--- src/rtl/pipe_ex.sv ---
// pipe_ex: execute stage with request/acknowledge handshakes on both sides.
// Accepts an operation from decode, computes the ALU result (single cycle, or
// 32-cycle iterative shift-add for MUL), then presents the result and the
// forwarded memory/writeback control to the memory-access stage.
//
// Ports:
//   clk, rst            clock, asynchronous active-high reset
//   up_syn / up_ack     decode-side request (level) / acknowledge
//   down_syn / down_ack memory-side request / acknowledge
//   alu_op, op_a, op_b  operation code and operands
//   op_st               store data
//   id_rw_e, id_rw_len  memory command and length from decode
//   id_rd, id_wb_e      destination register and writeback enable
//   ex_ans, ex_din      result/address and store data to memory stage
//   rw_e, rw_len, rd, ex_wb_e  registered copies of the id_* controls
//   busy                high whenever the stage is not idle
module pipe_ex #(
  parameter int unsigned DATA_L = 32
) (
  input  logic              clk,
  input  logic              rst,
  input  logic              up_syn,
  output logic              up_ack,
  output logic              down_syn,
  input  logic              down_ack,
  input  logic [3:0]        alu_op,
  input  logic [DATA_L-1:0] op_a,
  input  logic [DATA_L-1:0] op_b,
  input  logic [DATA_L-1:0] op_st,
  input  logic [1:0]        id_rw_e,
  input  logic [1:0]        id_rw_len,
  input  logic [4:0]        id_rd,
  input  logic              id_wb_e,
  output logic [DATA_L-1:0] ex_ans,
  output logic [DATA_L-1:0] ex_din,
  output logic [1:0]        rw_e,
  output logic [1:0]        rw_len,
  output logic [4:0]        rd,
  output logic              ex_wb_e,
  output logic              busy
);

  localparam int unsigned CNT_W = $clog2(DATA_L);
  localparam logic [CNT_W-1:0] CNT_LAST = CNT_W'(DATA_L - 1);

  localparam logic [3:0] OP_ADD  = 4'd0;
  localparam logic [3:0] OP_SUB  = 4'd1;
  localparam logic [3:0] OP_AND  = 4'd2;
  localparam logic [3:0] OP_OR   = 4'd3;
  localparam logic [3:0] OP_XOR  = 4'd4;
  localparam logic [3:0] OP_NOR  = 4'd5;
  localparam logic [3:0] OP_SLT  = 4'd6;
  localparam logic [3:0] OP_SLTU = 4'd7;
  localparam logic [3:0] OP_SLL  = 4'd8;
  localparam logic [3:0] OP_SRL  = 4'd9;
  localparam logic [3:0] OP_SRA  = 4'd10;
  localparam logic [3:0] OP_LUI  = 4'd11;
  localparam logic [3:0] OP_MUL  = 4'd12;

  typedef enum logic [1:0] {
    IDLE   = 2'd0,
    EXEC   = 2'd1,
    SEND   = 2'd2,
    WAITLO = 2'd3
  } state_e;

  state_e state, state_nxt;
  logic   accept_c, mul_step_c, exec_done_c;

  // Operation captured at accept
  logic [3:0]        op_q;
  logic [DATA_L-1:0] a_q, b_q, st_q;
  logic [1:0]        rwe_q, rwl_q;
  logic [4:0]        rd_q;
  logic              wbe_q;

  // Iterative multiplier: multiplicand shifts left, multiplier shifts right
  logic [CNT_W-1:0]  mul_cnt;
  logic [DATA_L-1:0] mul_acc, mul_mcand, mul_mplier;
  logic [DATA_L-1:0] mul_sum_c;
  logic [DATA_L-1:0] alu_res_c, result_c;
  logic [CNT_W-1:0]  shamt_c;

  // State register
  always_ff @(posedge clk or posedge rst) begin
    if (rst) state <= IDLE;
    else     state <= state_nxt;
  end

  // Next-state and control strobes
  always_comb begin
    state_nxt   = state;
    accept_c    = 1'b0;
    mul_step_c  = 1'b0;
    exec_done_c = 1'b0;
    case (state)
      IDLE: begin
        if (up_syn && !up_ack) begin
          accept_c  = 1'b1;
          state_nxt = EXEC;
        end
      end
      EXEC: begin
        if (op_q == OP_MUL && mul_cnt != CNT_LAST) begin
          mul_step_c = 1'b1;
        end else begin
          exec_done_c = 1'b1;
          state_nxt   = SEND;
        end
      end
      SEND: begin
        if (down_ack) state_nxt = WAITLO;
      end
      WAITLO: begin
        if (!down_ack) state_nxt = IDLE;
      end
      default: state_nxt = IDLE;
    endcase
  end

  // Single-cycle ALU; reserved codes give zero
  always_comb begin
    shamt_c   = b_q[CNT_W-1:0];
    alu_res_c = '0;
    case (op_q)
      OP_ADD:  alu_res_c = a_q + b_q;
      OP_SUB:  alu_res_c = a_q - b_q;
      OP_AND:  alu_res_c = a_q & b_q;
      OP_OR:   alu_res_c = a_q | b_q;
      OP_XOR:  alu_res_c = a_q ^ b_q;
      OP_NOR:  alu_res_c = ~(a_q | b_q);
      OP_SLT:  alu_res_c = DATA_L'($signed(a_q) < $signed(b_q));
      OP_SLTU: alu_res_c = DATA_L'(a_q < b_q);
      OP_SLL:  alu_res_c = a_q << shamt_c;
      OP_SRL:  alu_res_c = a_q >> shamt_c;
      OP_SRA:  alu_res_c = DATA_L'($signed(a_q) >>> shamt_c);
      OP_LUI:  alu_res_c = DATA_L'({b_q[15:0], 16'h0000});
      default: alu_res_c = '0;
    endcase
  end

  // Last multiplier step folds into the result directly
  always_comb begin
    mul_sum_c = mul_acc + (mul_mplier[0] ? mul_mcand : '0);
    result_c  = (op_q == OP_MUL) ? mul_sum_c : alu_res_c;
  end

  // Operand capture and multiplier iteration
  always_ff @(posedge clk or posedge rst) begin
    if (rst) begin
      op_q       <= '0;
      a_q        <= '0;
      b_q        <= '0;
      st_q       <= '0;
      rwe_q      <= '0;
      rwl_q      <= '0;
      rd_q       <= '0;
      wbe_q      <= 1'b0;
      mul_cnt    <= '0;
      mul_acc    <= '0;
      mul_mcand  <= '0;
      mul_mplier <= '0;
    end else if (accept_c) begin
      op_q       <= alu_op;
      a_q        <= op_a;
      b_q        <= op_b;
      st_q       <= op_st;
      rwe_q      <= id_rw_e;
      rwl_q      <= id_rw_len;
      rd_q       <= id_rd;
      wbe_q      <= id_wb_e;
      mul_cnt    <= '0;
      mul_acc    <= '0;
      mul_mcand  <= op_a;
      mul_mplier <= op_b;
    end else if (mul_step_c) begin
      mul_cnt    <= mul_cnt + CNT_W'(1);
      mul_acc    <= mul_sum_c;
      mul_mcand  <= mul_mcand << 1;
      mul_mplier <= mul_mplier >> 1;
    end
  end

  // Handshake and registered outputs; data holds outside completion
  always_ff @(posedge clk or posedge rst) begin
    if (rst) begin
      up_ack   <= 1'b0;
      down_syn <= 1'b0;
      busy     <= 1'b0;
      ex_ans   <= '0;
      ex_din   <= '0;
      rw_e     <= '0;
      rw_len   <= '0;
      rd       <= '0;
      ex_wb_e  <= 1'b0;
    end else begin
      busy <= (state_nxt != IDLE);
      if (accept_c)     up_ack <= 1'b1;
      else if (!up_syn) up_ack <= 1'b0;
      if (exec_done_c) begin
        down_syn <= 1'b1;
        ex_ans   <= result_c;
        ex_din   <= st_q;
        rw_e     <= rwe_q;
        rw_len   <= rwl_q;
        rd       <= rd_q;
        ex_wb_e  <= wbe_q;
      end else if (state == SEND && down_ack) begin
        down_syn <= 1'b0;
      end
    end
  end

endmodule

--- config.mk ---
export PLATFORM = sky130hd
export DESIGN_NAME = pipe_ex
export DESIGN_NICKNAME = d
export VERILOG_FILES = /design/src/rtl/pipe_ex.sv
export SDC_FILE = /design/constraint.sdc
export NUM_CORES = 1
export LEC_CHECK = 0
export BUFFER_PORTS_ARGS = -buffer_cell sky130_fd_sc_hd__buf_4
export CAP_MARGIN = 10
export CELL_PAD_IN_SITES_DETAIL_PLACEMENT = 0
export CELL_PAD_IN_SITES_GLOBAL_PLACEMENT = 1
export CORE_MARGIN = 3
export CORE_UTILIZATION = 30
export CTS_CLUSTER_DIAMETER = 60
export DETAILED_ROUTE_END_ITERATION = 8
export PLACE_DENSITY = 0.64
export SYNTH_ARGS = -nofsm -noshare
export SYNTH_HDL_FRONTEND = slang
export SYNTH_SLANG_ARGS = --single-unit
--- constraint.sdc ---
create_clock -name clk -period 10.4 [get_ports clk]
set_input_delay 2.08 -clock clk [delete_from_list [all_inputs] [get_ports clk]]
set_output_delay 2.08 -clock clk [all_outputs]
set_load 0.02 [all_outputs]
==> results of run 1 <==
==> flip-flops by register name (all words and copies together) (netlist names) <==
| register | flops |
|---|---|
| state | 2 |
| b_q | 32 |
| mul_acc | 32 |
| down_syn | 1 |
| ex_din | 32 |
| ex_ans | 32 |
| mul_cnt | 5 |
| wbe_q | 1 |
| ex_wb_e | 1 |
| rwe_q | 2 |
| rd | 5 |
| mul_mplier | 32 |
| mul_mcand | 32 |
| busy | 1 |
| op_q | 4 |
| st_q | 32 |
| rw_e | 2 |
| a_q | 32 |
| rd_q | 5 |
| up_ack | 1 |
| rw_len | 2 |
| rwl_q | 2 |
==> logic make-up after synthesis <==
family | Yosys count | synth area share, %
compound gates | 761 | 22.9
xor+xnor | 37 | 1.49
fa+ha+maj | 140 | 8.18
buf+inv | 289 | 5.31
flops | 290 | 33.5
mux | 95 | 5.89
simple gates | 1149 | 22.8
==> worst min-delay path, cell delays in order (launching register included) <==
cell and delay, ns:
dfrtp_1 0.34, nand2_1 0.05, nand2_1 0.04
==> metal layers <==
metal  vias up  track usage [%]
met5         -                0
met4         4             14.9
met3       201             4.25
met2       975             40.9
met1     10630             34.3
li1       9943                -
==> through the flow <==
stage	setup slack [ns]	instance area (sq um)
floorplan	0.314	21700
global placement	5.84	23900
detailed placement	5.82	23900
CTS	5.85	25400
global route	5.50	25400
finish	5.63	25400
==> power by group <==
| group | leakage, nW | internal, mW | switching, mW |
|---|---|---|---|
| clock | 0.712 | 0.857 | 0.626 |
| combinational | 7.24 | 2.12 | 4.16 |
| sequential | 3.62 | 1.62 | 0.654 |
==> cells in the final DEF, fill, tap and decap left out, types with 46 or more instances in the layout <==
master / n
and2_1: 46
nand3_1: 127
inv_1: 102
a21oi_1: 197
o21ai_0: 215
nor2_1: 193
ha_1: 137
dfrtp_1: 286
buf_4: 227
nand2_1: 642
mux2i_1: 59
==> path summary, 6_finish.rpt <==
path | start | to | slack (ns) | depth (start not counted)
setup / recovery | b_q[2]$_DFFE_PP0P_ | ex_ans[25]$_DFFE_PP0P_ | 5.63 | 12
setup reg to reg | b_q[2]$_DFFE_PP0P_ | ex_ans[25]$_DFFE_PP0P_ | 5.63 | 12
max in group asynchronous | rst | mul_acc[24]$_DFFE_PP0P_ | 7.11 | 3
min in group asynchronous | rst | ex_ans[12]$_DFFE_PP0P_ | 1.69 | 2
hold reg to reg | st_q[15]$_DFFE_PP0P_ | ex_din[15]$_DFFE_PP0P_ | 0.46 | 2
hold / removal | st_q[15]$_DFFE_PP0P_ | ex_din[15]$_DFFE_PP0P_ | 0.46 | 2
==> cell type report <==
| type | count | area (sq um) | area share (%) |
|---|---|---|---|
| tap | 940 | 1180 | 4.63 |
| multi-input combinational | 2182 | 13400 | 52.6 |
| sequential | 290 | 7260 | 28.6 |
| clock buffer | 57 | 1230 | 4.84 |
| clock inverter | 23 | 234 | 0.921 |
| inverter | 105 | 402 | 1.58 |
| timing repair buffer | 228 | 1720 | 6.79 |
==> results.py, run 1 <==
metrics = {
    "floorplanning": {
        "die_w_um": 275,
        "io_pins": 191,
        "core_region_area_sq_mm": 0.0708,
        "dieArea_sq_mm": 0.0755,
        "die_h_um": 275,
        "start_util_pct": 30.6,
        "rows": 97,
    },
    "cts": {
        "cts_tree": "built",
        "ctsResizeCount": 0,
        "htreeDepth": 2,
        "clock_sinks": 290,
        "path_clk_slew_ns": 0.06,
        "holdBufCountCts": 0,
        "clock_path_buffers": 3,
        "worstSkewPairLatency_ns": 0.61,
        "post_cts_buffers": 0,
        "cts-root-buf": "clkbuf_16",
        "cts_buffers": 44,
    },
    "power": {
        "peakVddDrop_uv": 148,
        "power.density_mw_per_mm2": 395,
        "leakage_nw": 11.6,
        "total_power_mw": 10.0,
    },
    "synth": {
        "synth_warnings": 0,
        "syn_nets": 3015,
        "synth.area.top_cells": "dfrtp_1, nand2_1, ha_1",
        "synthCells": 2761,
        "ys_ff_latch": 290,
        "synth.most_common_cell": "nand2_1",
        "synth_ff_type": "dfrtp_1",
        "yosysTopAreaCellShare_pct": 33.5,
        "synth_common_cells": "nand2_1, dfrtp_1, o21ai_0",
        "async_flop_share_pct": 100,
        "yosysTopAreaCell": "dfrtp_1",
        "synth.distinct_cells": 93,
        "synth_area_sq_mm": 0.0217,
        "synth_area_per_cell_sq_um": 7.85,
        "synth-edff-count": 0,
        "ys_seq_area_share_pct": 33.5,
    },
    "drt": {
        "detail-route-antenna-nets": 0,
        "wl_met3_um": 6860,
        "via_per_inst": 5.69,
        "drc": 0,
        "wl_per_cell_um": 26.1,
        "wl_met1_um": 41900,
        "wl_met2_um": 44500,
        "wl_um": 100000,
        "first_pass_iters": 6,
        "vias": 21753,
        "drt-initial-drc-count": 1933,
        "top_layer": "met5",
    },
    "sta": {
        "setup_violations": 0,
        "fin_skew_ns": 0.0294,
        "fin_crit_sh_pct": 45.9,
        "rsz0062_at_grt": "false",
        "max-slew-margin-rel_pct": 20.7,
        "fmax_ghz": 0.210,
        "worstMarginPinSlew_ns": 1.18,
        "holdWs_ns": 0.462,
        "fin_tns_setup_ns": 0,
        "drv_slew": 0,
        "fin_crit_ns": 4.77,
        "hold_viol_final": 0,
    },
    "setup_path": {
        "worstPathRequired_ns": 10.87,
        "path_max_fanout": 38,
        "crit_top_cell": "o21ai_0",
        "path_class": "reg2reg",
        "critical_path.top_delay_family": "compound AO/OA/AOI/OAI gates",
        "critPathBufInv": 1,
        "crit_path_top_delay_cell": "dfrtp_2",
        "slowest_delay_ns": 0.89,
        "critPathArrivalTime_ns": 5.24,
        "end_kind": "flop",
        "cp-start-kind": "flop",
        "cp_cell_sequence": "inv_1, ha_1, o21ai_0, o21ai_1, a31oi_2, o21ai_2, a211o_1, a311oi_2, nor3_1, o21ai_0, o311a_1, a31oi_1",
    },
    "placed_design": {
        "place_inst": 3745,
        "portBuffers": 190,
        "gp_congestion": 0.947,
        "place_hpwl_um": 74100,
    },
    "finish": {
        "syn2layout_area_growth_pct": 17.1,
        "final_cells": 3825,
        "fin_nets": 3105,
        "utilization_pct": 35.9,
        "diodes": 0,
        "n_fill_cell": 7449,
        "drive_above_1_share_pct": 13.6,
    },
    "global_routing": {
        "first_global_vias": 21197,
        "grt_start_max_net_pins": 162,
        "grt-ovfl-total": 0,
        "grt.total_usage_pct": 26.2,
        "grt_pass1_wl_um": 147000,
        "antenna_found_initial": 3,
    },
    "flow_run": {
        "cap_violations": 0,
    },
    "hold_path": {
        "hold_class": "reg2reg",
    },
    "run_status": {
        "status": "finished clean",
    },
}
(Power assumes the default switching activity.)
==> run 2, diff against run 1 <==
--- a/config.mk
+++ b/config.mk
@@ -13,7 +13,7 @@
 export CORE_UTILIZATION = 30
 export CTS_CLUSTER_DIAMETER = 60
 export DETAILED_ROUTE_END_ITERATION = 8
-export PLACE_DENSITY = 0.64
+export PLACE_DENSITY = 0.62
 export SYNTH_ARGS = -nofsm -noshare
 export SYNTH_HDL_FRONTEND = slang
 export SYNTH_SLANG_ARGS = --single-unit
==> constraint.sdc (replaced) <==
create_clock -name clk -period 4.7 [get_ports clk]
set_input_delay 0.94 -clock clk [delete_from_list [all_inputs] [get_ports clk]]
set_output_delay 0.94 -clock clk [all_outputs]
set_load 0.02 [all_outputs]
==> results.py, run 2 (synthesized netlist as in run 1, its figures left out) <==
metrics = {
    "hold_path": {
        "min-delay-start": "rwe_q[0]$_DFFE_PP0P_",
        "holdPathStages": 2,
        "hold_class": "reg2reg",
        "hold-path-endpoint": "rw_e[0]$_DFFE_PP0P_",
    },
    "cts": {
        "path_clk_slew_ns": 0.06,
        "clock_path_buffers": 3,
        "cts-root-buf": "clkbuf_16",
        "cts_tree": "built",
        "holdBufCountCts": 0,
        "ctsResizeCount": 0,
        "htreeDepth": 2,
        "clock_sinks": 290,
        "worstSkewPairLatency_ns": 0.59,
        "cts_buffers": 44,
        "post_cts_buffers": 0,
    },
    "sta": {
        "fin_skew_ns": 0.0187,
        "fmax_ghz": 0.224,
        "fin_crit_sh_pct": 94.8,
        "rsz0062_at_grt": "false",
        "fin_crit_ns": 4.46,
        "setup_violations": 0,
        "hold_viol_final": 0,
        "drv_slew": 0,
        "worstMarginPinSlew_ns": 1.04,
        "max-slew-margin-rel_pct": 28.5,
    },
    "global_routing": {
        "grt-ovfl-total": 0,
        "first_global_vias": 21876,
        "grt_start_max_net_pins": 180,
        "antenna_found_initial": 3,
        "grt_pass1_wl_um": 154000,
        "grt.total_usage_pct": 27.5,
    },
    "power": {
        "leakage_nw": 11.7,
        "total_power_mw": 23.0,
        "power.density_mw_per_mm2": 898,
        "peakVddDrop_uv": 329,
    },
    "finish": {
        "mostFrequentLayoutCell": "nand2_1",
        "final_area_sq_mm": 0.0256,
        "multi_input_area_sq_mm": 0.0134,
        "fin_nets": 3121,
        "n_fill_cell": 7433,
        "drive_above_1_share_pct": 14.0,
        "syn2layout_area_growth_pct": 18.3,
        "regArea_sq_mm": 0.00726,
        "layout_common_cells": "nand2_1, dfrtp_1, buf_4",
    },
    "setup_path": {
        "regToRegEndpoint": "ex_ans[22]$_DFFE_PP0P_",
        "crit_top_cell": "a21oi_1",
        "end_kind": "flop",
        "worstPathRequired_ns": 5.12,
        "crit_path_top_delay_cell": "a2111oi_0",
        "cp_cell_sequence": "and2_1, ha_1, fa_1, a21oi_1, o311ai_0, o211ai_1, nor3b_1, o21ai_0, xnor2_1, nor2_1, a2111oi_0, a21oi_1",
        "rrSetupSlack_ns": 0.24,
        "critPathArrivalTime_ns": 4.88,
        "cp-start-kind": "flop",
        "startpoint": "mul_mplier[0]$_DFFE_PP0P_",
        "reg2reg_from": "mul_mplier[0]$_DFFE_PP0P_",
        "path_max_fanout": 14,
        "path_class": "reg2reg",
        "slowest_delay_ns": 0.93,
        "r2r.worst_path.cells": 12,
    },
    "floorplanning": {
        "io_pins": 191,
        "core_region_area_sq_mm": 0.0708,
        "die_h_um": 275,
        "die_w_um": 275,
        "start_util_pct": 30.6,
        "dieArea_sq_mm": 0.0755,
        "rows": 97,
    },
    "drt": {
        "drc": 0,
        "vias": 22081,
        "drt-initial-drc-count": 2272,
        "first_pass_iters": 7,
        "via_per_inst": 5.75,
        "detail-route-antenna-nets": 0,
        "wl_um": 106000,
        "wl_per_cell_um": 27.5,
    },
    "flow_run": {
        "cap_violations": 0,
    },
    "placed_design": {
        "place_area_sq_mm": 0.0241,
        "portBuffers": 190,
        "gp_congestion": 1.03,
        "place_hpwl_um": 79200,
    },
    "run_status": {
        "status": "finished clean",
    },
}
[run 2: worst max path at each step]
| stage | end |
|---|---|
| detailed placement | ex_ans[22]$_DFFE_PP0P_ |
| finish | ex_ans[22]$_DFFE_PP0P_ |
| CTS | ex_ans[22]$_DFFE_PP0P_ |
| floorplan | a_q[0]$_DFFE_PP0P_ |
| global route | ex_ans[22]$_DFFE_PP0P_ |
| global placement | ex_ans[22]$_DFFE_PP0P_ |
[run 2: area by class of cell]
class	count	share of cell area, %
antenna	1	0.00976
multi-input combinational	2182	52.1
tap	940	4.59
clock buffer	58	4.65
inverter	105	1.55
sequential	290	28.3
clock inverter	23	1.32
timing repair buffer	244	7.48
[run 2: worst max-delay path: cells and delay by family, from the launching register on]
| family | cells | cell delay (ns) |
|---|---|---|
| adders and majority gates | 2 | 0.65 |
| DFF | 1 | 0.53 |
| xor gates and xnor gates | 1 | 0.27 |
| AOI/OAI and AO/OA | 6 | 2.04 |
| and+or+nand+nor | 3 | 0.77 |
[run 2: per-stage QoR]
stage	std cells	setup TNS, ns	util [%]	setup WS, ns	hold slack, ns
4_1_cts	3842	0	36.2	0.214	0.456
3_5_place_dp	3761	0	34.1	0.261	0.453
3_3_place_gp	3761	0	34.1	0.349	0.448
5_1_grt	3842	0	36.2	0.0280	0.482
2_1_floorplan	2761	-25.28	-	-0.0872	0.439
6_report	3843	0	36.2	0.243	0.457
[run 2: metal layers]
metal | track usage (%) | routed length, um | vias up
li1 | - | - | 9983
met1 | 35.8 | 44400 | 10858
met2 | 42.4 | 46600 | 1017
met3 | 4.72 | 6910 | 219
met4 | 17.3 | 7690 | 4
met5 | 0 | 33 | -
[run 2: power by group]
part	internal [mW]	switching, mW	total [mW]	leakage, nW
registers	3.58	1.21	4.79	3.62
clock network	2.11	1.39	3.49	0.742
logic	4.83	9.90	14.7	7.33
